--- config.mk ---
export PLATFORM = sky130hd
export DESIGN_NAME = ram_readout_seq_flat
export DESIGN_NICKNAME = d
export VERILOG_FILES = /design/src/rtl/ram_readout_seq_pkg.sv /design/src/rtl/ram_readout_seq_if.sv /design/src/rtl/ram_readout_seq_addr.sv /design/src/rtl/ram_readout_seq.sv /design/src/flat_wrapper.sv
export SDC_FILE = /design/constraint.sdc
export NUM_CORES = 1
export LEC_CHECK = 0
export CORE_ASPECT_RATIO = 1.1
export CORE_MARGIN = 4
export CORE_UTILIZATION = 47
export DETAILED_ROUTE_END_ITERATION = 7
export HOLD_SLACK_MARGIN = 0.1
export PLACE_DENSITY = 0.78
export SLEW_MARGIN = 20
export SYNTH_ARGS = -nofsm -noshare
export SYNTH_HDL_FRONTEND = slang
export SYNTH_SLANG_ARGS = --single-unit
export TNS_END_PERCENT = 10
--- constraint.sdc ---
create_clock -name clk -period 2.4 [get_ports clk]
set_clock_uncertainty 0.2 [all_clocks]
set_input_delay 0.24 -clock clk [delete_from_list [all_inputs] [get_ports clk]]
set_output_delay 0.24 -clock clk [all_outputs]
set_load 0.05 [all_outputs]
--- src/rtl/ram_readout_seq_pkg.sv ---
// Shared definitions for the sample-RAM readout sequencer: FSM state
// encoding and the checksum accumulate helper.
// Optional feature macro: READOUT_CHECKSUM_EN (see ram_readout_seq.sv).
package ram_readout_seq_pkg;

   typedef enum logic [2:0] {
      S_IDLE  = 3'd0,
      S_RD    = 3'd1,
      S_WT    = 3'd2,
      S_SEND  = 3'd3,
      S_NXTCH = 3'd4,
      S_CSUM  = 3'd5,
      S_FIN   = 3'd6
   } state_e;

   // 8-bit wrapping sum used for the per-channel trailer byte
   function automatic logic [7:0] csum_add(input logic [7:0] acc, input logic [7:0] b);
      return acc + b;
   endfunction

endpackage

--- src/rtl/ram_readout_seq_if.sv ---
// Byte stream toward the host link transmitter: valid/ready handshake,
// data held stable while valid is high and ready is low.
interface ram_readout_seq_if;
   logic [7:0] tx_data;
   logic       tx_valid;
   logic       tx_ready;

   modport master (output tx_data, output tx_valid, input tx_ready);
   modport slave  (input tx_data, input tx_valid, output tx_ready);
endinterface

--- src/rtl/ram_readout_seq_addr.sv ---
// Read address generator: latches the oldest-sample address and sample
// count on load, walks a wrapping RAM_W address with a sample counter,
// and flags the step that completes a channel.
module ram_readout_seq_addr #(
   parameter int RAM_W = 10
) (
   input  logic             clk,
   input  logic             rst,
   input  logic             load_i,
   input  logic [RAM_W-1:0] trig_addr_i,
   input  logic [RAM_W-1:0] pre_samples_i,
   input  logic [RAM_W-1:0] nsmp_i,
   input  logic             restart_i,
   input  logic             step_i,
   output logic [RAM_W-1:0] addr_o,
   output logic             last_o,
   output logic             nsmp_zero_o
);

   logic [RAM_W-1:0] start_q, start_d;
   logic [RAM_W-1:0] nsmp_q, nsmp_d;
   logic [RAM_W-1:0] addr_q, addr_d;
   logic [RAM_W-1:0] cnt_q, cnt_d;
   logic [RAM_W-1:0] cnt_inc;

   assign cnt_inc = cnt_q + 1'b1;

   // Load / rewind / advance; RAM_W-bit arithmetic gives the circular wrap
   always_comb begin
      start_d = start_q;
      nsmp_d  = nsmp_q;
      addr_d  = addr_q;
      cnt_d   = cnt_q;
      if (load_i) begin
         start_d = trig_addr_i - pre_samples_i;
         nsmp_d  = nsmp_i;
         addr_d  = trig_addr_i - pre_samples_i;
         cnt_d   = '0;
      end else if (restart_i) begin
         addr_d = start_q;
         cnt_d  = '0;
      end else if (step_i) begin
         addr_d = addr_q + 1'b1;
         cnt_d  = cnt_inc;
      end
   end

   // Address/count registers
   always_ff @(posedge clk) begin
      if (rst) begin
         start_q <= '0;
         nsmp_q  <= '0;
         addr_q  <= '0;
         cnt_q   <= '0;
      end else begin
         start_q <= start_d;
         nsmp_q  <= nsmp_d;
         addr_q  <= addr_d;
         cnt_q   <= cnt_d;
      end
   end

   assign addr_o      = addr_q;
   assign last_o      = (cnt_inc == nsmp_q);
   assign nsmp_zero_o = (nsmp_q == '0);

endmodule

--- src/rtl/ram_readout_seq.sv ---
// Sample RAM readout sequencer: after capture, streams each enabled
// channel's circular buffer (oldest pre-trigger sample first, nsmp bytes)
// onto the TX byte interface, channels in ascending index order.
// Optional: define READOUT_CHECKSUM_EN to append an 8-bit wrapping sum
// byte after each channel's data.
module ram_readout_seq
   import ram_readout_seq_pkg::*;
#(
   parameter int RAM_W = 10,
   parameter int NCH   = 4,
   parameter int CH_W  = 2
) (
   input  logic              clk,
   input  logic              rst,
   input  logic              start,
   input  logic              data_ready,
   input  logic [RAM_W-1:0]  trig_addr,
   input  logic [RAM_W-1:0]  pre_samples,
   input  logic [RAM_W-1:0]  nsmp,
   input  logic [NCH-1:0]    chan_mask,
   output logic              rden,
   output logic [RAM_W-1:0]  rdaddress,
   output logic [CH_W-1:0]   rdchan,
   input  logic [7:0]        rddata,
   ram_readout_seq_if.master tx,
   output logic              busy,
   output logic              done
);

   state_e          state_q, state_d;
   logic [CH_W-1:0] ch_q, ch_d;
   logic [NCH-1:0]  mask_q, mask_d;
   logic [7:0]      tx_data_q, tx_data_d;
   logic            tx_valid_q, tx_valid_d;
   logic            rden_q, rden_d;
   logic            busy_q, busy_d;
   logic            done_q, done_d;
`ifdef READOUT_CHECKSUM_EN
   logic [7:0]      csum_q, csum_d;
   logic            csum_sent_q, csum_sent_d;
`endif

   logic             load, restart, step;
   logic [RAM_W-1:0] addr;
   logic             last, nsmp_zero;
   logic [CH_W:0]    pick_in, pick_nx;

   // Lowest set bit of a mask; MSB of the result flags that one was found
   function automatic logic [CH_W:0] pick_low(input logic [NCH-1:0] m);
      logic [CH_W:0] r;
      r = '0;
      for (int i = NCH - 1; i >= 0; i--) begin
         if (m[i]) r = {1'b1, CH_W'(i)};
      end
      return r;
   endfunction

   assign pick_in = pick_low(chan_mask);
   assign pick_nx = pick_low(mask_q);

   ram_readout_seq_addr #(.RAM_W(RAM_W)) u_addr (
      .clk          (clk),
      .rst          (rst),
      .load_i       (load),
      .trig_addr_i  (trig_addr),
      .pre_samples_i(pre_samples),
      .nsmp_i       (nsmp),
      .restart_i    (restart),
      .step_i       (step),
      .addr_o       (addr),
      .last_o       (last),
      .nsmp_zero_o  (nsmp_zero)
   );

   // Next-state and registered-output logic; mask_q holds channels still to send
   always_comb begin
      state_d    = state_q;
      ch_d       = ch_q;
      mask_d     = mask_q;
      tx_data_d  = tx_data_q;
      tx_valid_d = tx_valid_q;
      rden_d     = 1'b0;
      busy_d     = busy_q;
      done_d     = 1'b0;
      load       = 1'b0;
      restart    = 1'b0;
      step       = 1'b0;
`ifdef READOUT_CHECKSUM_EN
      csum_d      = csum_q;
      csum_sent_d = csum_sent_q;
`endif
      case (state_q)
         S_IDLE: begin
            if (start && data_ready) begin
               load   = 1'b1;
               busy_d = 1'b1;
               mask_d = chan_mask;
               if (pick_in[CH_W]) begin
                  ch_d = pick_in[CH_W-1:0];
                  mask_d[pick_in[CH_W-1:0]] = 1'b0;
               end
`ifdef READOUT_CHECKSUM_EN
               csum_d      = '0;
               csum_sent_d = 1'b0;
               if (!pick_in[CH_W]) begin
                  state_d = S_FIN;
                  done_d  = 1'b1;
                  busy_d  = 1'b0;
               end else if (nsmp == '0) begin
                  state_d = S_NXTCH;
               end else begin
                  state_d = S_RD;
                  rden_d  = 1'b1;
               end
`else
               if (!pick_in[CH_W] || nsmp == '0) begin
                  state_d = S_FIN;
                  done_d  = 1'b1;
                  busy_d  = 1'b0;
               end else begin
                  state_d = S_RD;
                  rden_d  = 1'b1;
               end
`endif
            end
         end
         S_RD: begin
            state_d = S_WT;
         end
         S_WT: begin
            tx_data_d  = rddata;
            tx_valid_d = 1'b1;
`ifdef READOUT_CHECKSUM_EN
            csum_d = csum_add(csum_q, rddata);
`endif
            state_d = S_SEND;
         end
         S_SEND: begin
            if (tx.tx_ready) begin
               tx_valid_d = 1'b0;
               step       = 1'b1;
               if (last) begin
                  state_d = S_NXTCH;
`ifdef READOUT_CHECKSUM_EN
                  csum_sent_d = 1'b0;
`endif
               end else begin
                  state_d = S_RD;
                  rden_d  = 1'b1;
               end
            end
         end
         S_NXTCH: begin
`ifdef READOUT_CHECKSUM_EN
            if (!csum_sent_q) begin
               tx_data_d  = csum_q;
               tx_valid_d = 1'b1;
               state_d    = S_CSUM;
            end else if (pick_nx[CH_W]) begin
               ch_d                      = pick_nx[CH_W-1:0];
               mask_d[pick_nx[CH_W-1:0]] = 1'b0;
               restart                   = 1'b1;
               csum_d                    = '0;
               csum_sent_d               = 1'b0;
               if (nsmp_zero) begin
                  state_d = S_NXTCH;
               end else begin
                  state_d = S_RD;
                  rden_d  = 1'b1;
               end
            end else begin
               state_d = S_FIN;
               done_d  = 1'b1;
               busy_d  = 1'b0;
            end
`else
            if (pick_nx[CH_W] && !nsmp_zero) begin
               ch_d                      = pick_nx[CH_W-1:0];
               mask_d[pick_nx[CH_W-1:0]] = 1'b0;
               restart                   = 1'b1;
               state_d                   = S_RD;
               rden_d                    = 1'b1;
            end else begin
               state_d = S_FIN;
               done_d  = 1'b1;
               busy_d  = 1'b0;
            end
`endif
         end
`ifdef READOUT_CHECKSUM_EN
         S_CSUM: begin
            if (tx.tx_ready) begin
               tx_valid_d  = 1'b0;
               csum_sent_d = 1'b1;
               state_d     = S_NXTCH;
            end
         end
`endif
         S_FIN: begin
            state_d = S_IDLE;
         end
         default: begin
            state_d = S_IDLE;
         end
      endcase
   end

   // FSM state and registered outputs; reset abandons any readout in flight
   always_ff @(posedge clk) begin
      if (rst) begin
         state_q     <= S_IDLE;
         ch_q        <= '0;
         mask_q      <= '0;
         tx_data_q   <= '0;
         tx_valid_q  <= 1'b0;
         rden_q      <= 1'b0;
         busy_q      <= 1'b0;
         done_q      <= 1'b0;
`ifdef READOUT_CHECKSUM_EN
         csum_q      <= '0;
         csum_sent_q <= 1'b0;
`endif
      end else begin
         state_q     <= state_d;
         ch_q        <= ch_d;
         mask_q      <= mask_d;
         tx_data_q   <= tx_data_d;
         tx_valid_q  <= tx_valid_d;
         rden_q      <= rden_d;
         busy_q      <= busy_d;
         done_q      <= done_d;
`ifdef READOUT_CHECKSUM_EN
         csum_q      <= csum_d;
         csum_sent_q <= csum_sent_d;
`endif
      end
   end

   assign rden        = rden_q;
   assign rdaddress   = addr;
   assign rdchan      = ch_q;
   assign tx.tx_data  = tx_data_q;
   assign tx.tx_valid = tx_valid_q;
   assign busy        = busy_q;
   assign done        = done_q;

endmodule
--- src/flat_wrapper.sv ---
// flat-port wrapper written by rule: the top's interface ports become plain ports
module ram_readout_seq_flat import ram_readout_seq_pkg::*;
#(
   parameter int RAM_W = 10,
   parameter int NCH   = 4,
   parameter int CH_W  = 2
)
  (clk, rst, start, data_ready, trig_addr, pre_samples, nsmp, chan_mask, rden, rdaddress, rdchan, rddata, busy, done, tx_tx_data, tx_tx_valid, tx_tx_ready);
  ram_readout_seq_if tx_i ();
  input  logic clk;
  input  logic rst;
  input  logic start;
  input  logic data_ready;
  input  logic [RAM_W-1:0] trig_addr;
  input  logic [RAM_W-1:0] pre_samples;
  input  logic [RAM_W-1:0] nsmp;
  input  logic [NCH-1:0] chan_mask;
  output logic rden;
  output logic [RAM_W-1:0] rdaddress;
  output logic [CH_W-1:0] rdchan;
  input  logic [7:0] rddata;
  output logic busy;
  output logic done;
  output wire logic [$bits(tx_i.tx_data)-1:0] tx_tx_data;
  output wire logic [$bits(tx_i.tx_valid)-1:0] tx_tx_valid;
  input wire logic [$bits(tx_i.tx_ready)-1:0] tx_tx_ready;
  assign tx_tx_data = tx_i.tx_data;
  assign tx_tx_valid = tx_i.tx_valid;
  assign tx_i.tx_ready = tx_tx_ready;
  ram_readout_seq #(.RAM_W(RAM_W), .NCH(NCH), .CH_W(CH_W)) u_core (.clk(clk), .rst(rst), .start(start), .data_ready(data_ready), .trig_addr(trig_addr), .pre_samples(pre_samples), .nsmp(nsmp), .chan_mask(chan_mask), .rden(rden), .rdaddress(rdaddress), .rdchan(rdchan), .rddata(rddata), .tx(tx_i), .busy(busy), .done(done));
endmodule
==> summary.md <==
| Metric | Value |
|---|---|
| Crit path largest cell delay | `480 ps` |
| Per-cell routed wire length | `14.6 um` |
| GRT Overall Usage | `0.206` |
| Leakage | `0.00177 uW` |
| Net Switching | `842 uW` |
| Worst EP arrival | `2380 ps` |
| Startpoint Class | `input pin` |
| Synth Warn # | `0` |
| Core area | `7090 um2` |
| CP max FO | `3` |
| Htree depth | `3` |
| Die Y | `97.8 um` |
| Sequential Power Share | `0.404` |
| Critical path, cell by cell | `clkdlybuf4s50_1 > inv_1 > ha_1 > nor2b_1 > o31a_1 > o221a_2 > o41ai_2 > xnor2_1 > a211oi_1` |
| Sw Ratio | `0.302` |
| Post-layout total power | `2790 uW` |
| Worst slack, placed | `-307 ps` |
| DRC | `0` |
| Initial antenna violation count | `0` |
| Worst reg2reg endpoint | `u_core.u_addr.cnt_q[1]` |
| Routability cong. | `0.822` |
| Setup Viol. Count Final | `0` |
| CP Capture Type | `register` |
| Register bit total from synthesis | `61` |
| Final period utilization | `0.967` |
| Cell Int Power | `1950 uW` |
| Placed insts | `595` |
| Post-Syn Area | `3440 um2` |
| Sequential cell area fraction in the yosys report | `0.355` |
| Post-DP HPWL | `6560 um` |
| Ys flop type | `dfxtp_1` |
| Flop-to-flop setup slack | `130 ps` |
| Clock power share | `0.367` |
| Max Cap Viol | `0` |
| Initial DRC Count | `170` |
| P&R area growth vs syn | `33.2%` |
| Worst Hold Launch | `rst` |
| Io pins | `71` |
| Slowest cell on the critical path | `clkdlybuf4s50_1` |
| Unique masters post-synth | `57` |
| Post-synth EDFFs | `0` |
| Peak Freq | `431 MHz` |
| Critical R2R Launch | `u_core.u_addr.nsmp_q[1]` |
| Reg2reg path depth | `6` |
| Vias in the first global route | `3411` |
| Comb pwr share | `0.229` |
| PortBufs | `70` |
| Relative slew slack | `0.585` |
| Cells after Synth | `437` |
| Vias | `3445` |
| Crit path capture | `u_core.u_addr.start_q[9]` |
| Drt pass-1 iters | `4` |
| Antenna Nets Post-Route | `0` |
| Crit path from | `pre_samples[1]` |
| Nets | `580` |
| Final instance count without filler cells | `611` |
| Outcome | `finished, final reports clean` |
| Worst Max-Slew Pin Slew | `622 ps` |
| First-pass GRT wire length | `14600 um` |
| CTS tree | `done` |
| Gr ovfl total | `0` |
| Clock sinks | `61` |
| CTS clk-pin slew, worst paths | `80 ps` |
| Post-CTS setup buffers | `0` |
| CP required | `2460 ps` |
| Critical path class | `in2reg` |
| Maximum vdd drop | `329 uV` |
| # rows | `32` |
| Ratio of cells with drive above 1 in the final layout | `0.106` |
| Die X | `89.6 um` |
| Starting Density | `0.486` |
| Hold Vio Cnt, Final | `0` |
| TritonCTS Buffers | `9` |
| Min Tclk post-route | `2320 ps` |
| Worst Setup Slack, final | `78.2 ps` |
| Final Hold Slack | `198 ps` |
| Root Driver | `clkbuf_8` |
| Die Area | `8760 um2` |
| Drt via density | `5.64` |
| Setup TNS | `0 ps` |
| Worst Hold Class | `in2reg` |
| Post-Synthesis Mean Instance Area | `7.88 um2` |
| Pwr dens | `609 nW/um2` |
| Largest net degree at the start of global routing | `35` |
| Clock Latency Late Sink | `340 ps` |
| Pins Over Slew Limit | `0` |
| Ant diodes | `0` |
| Syn Nets | `496` |
| Unrepaired setup endpoints after global routing | `true` |
| Clock Path Buffers | `2` |
| Async set or reset register ratio after synthesis | `0` |
| Routed WL | `8950 um` |
-- worst max-delay path: cells and delay by family --
family,cells,cell delay (ps)
compound gates,4,1050
xor+xnor,1,140
simple gates,1,150
buf+inv,2,530
fa+ha+maj,1,260
-- Yosys cell counts, types with 2 or more instances --
cell      instances  area, um2
a211oi_1          5       37.5
a21o_1            2       15.0
a21oi_1          42        210
a311oi_1          2       17.5
a31oi_1           3       18.8
and2_1            2       12.5
and3_1            2       12.5
and4_1            4       35.0
buf_1             2       7.51
buf_2             3       15.0
buf_6             3       33.8
clkbuf_1         15       56.3
dfxtp_1          61       1220
ha_1             11        138
inv_1            16       60.1
mux2i_1           5       50.1
nand2_1          72        270
nand2b_1          2       12.5
nand3_1          12       60.1
nand4_1           6       37.5
nor2_1           42        158
nor2b_1           5       31.3
nor3_1            7       35.0
nor3b_1           3       22.5
nor4_1            5       31.3
o211ai_1          6       45.0
o21a_1            3       22.5
o21ai_0          17       85.1
o221ai_1          3       26.3
o22ai_1           4       25.0
o31a_1            2       17.5
o31ai_1           4       30.0
o41ai_1           3       26.3
or3_1             7       43.8
or4_1             2       15.0
or4_4             2       22.5
xnor2_1          23        201
xor2_1           10       87.6
-- worst min path at each step --
stage                     depth (start not counted)  slack, ps                        to
after global routing                              3        240      u_core.tx.tx_data[1]
after global placement                            2        240  u_core.u_addr.start_q[4]
after detailed placement                          2        250  u_core.u_addr.start_q[0]
after CTS                                         2        200        u_core.tx.tx_valid
final                                             2        200        u_core.tx.tx_valid
after floorplan                                   2        180   u_core.u_addr.nsmp_q[7]
-- what timing repair did --
action,CTS,global route
hold buffers,0,0
endpoints found under the setup margin,0,8
resized for setup,0,4
-- cells by family after synthesis --
logic type               synth area share
XOR/XNOR                           0.0839
adder cells (fa/ha/maj)            0.0458
flip-flops                          0.355
buffers and inverters              0.0516
AO/OA/AOI/OAI                       0.202
AND/OR/NAND/NOR                     0.244
multiplexers                       0.0178
-- placed cells by master (no fill, tap or decap), types with 9 or more instances in the layout --
master	instances
a21oi_1	42
buf_4	25
clkbuf_8	9
clkdlybuf4s50_1	69
dfxtp_1	61
ha_1	11
inv_1	16
nand2_1	72
nand3_1	12
nor2_1	42
o21ai_0	16
xnor2_1	23
xor2_1	10
-- stage by stage --
stage | area [um2] | utilization
2_1_floorplan | 3440 | -
3_3_place_gp | 4360 | 0.615
3_5_place_dp | 4360 | 0.615
4_1_cts | 4580 | 0.646
5_1_grt | 4590 | 0.647
6_report | 4590 | 0.647
-- final cells by class --
cell class / instances / area (um2)
inverters: 16 / 60.1
clock inverters: 7 / 98.8
repair buffers: 97 / 923
well taps: 85 / 106
multi-input cells: 336 / 2050
clock buffers: 9 / 124
fillers: 586 / 2500
flip-flops and latches: 61 / 1220
-- flip-flops by register name, indices dropped and copies added (netlist names) --
name                   count
u_core.tx.tx_data          8
u_core.u_addr.nsmp_q      10
u_core.u_addr.start_q     10
u_core.busy                1
u_core.mask_q              4
u_core.u_addr.addr_o      10
u_core.state_q             3
u_core.done                1
u_core.tx.tx_valid         1
u_core.u_addr.cnt_q       10
u_core.rden                1
u_core.rdchan              2
-- routing by layer --
layer | routed length (um) | global-route usage
met4 | 134 | 0.0699
met1 | 3650 | 0.228
met2 | 4690 | 0.371
met5 | 0 | 0
met3 | 482 | 0.0523
-- power groups by stage --
stage | Clock [uW] | Sequential (uW) | Combinational (uW)
finish | 1020 | 1130 | 640
global route | 1090 | 1140 | 698
CTS | 1040 | 1130 | 638
detailed placement | 0 | 1150 | 634
global placement | 0 | 1150 | 623
floorplan | 0 | 1230 | 312
(Power assumes the default switching activity.)
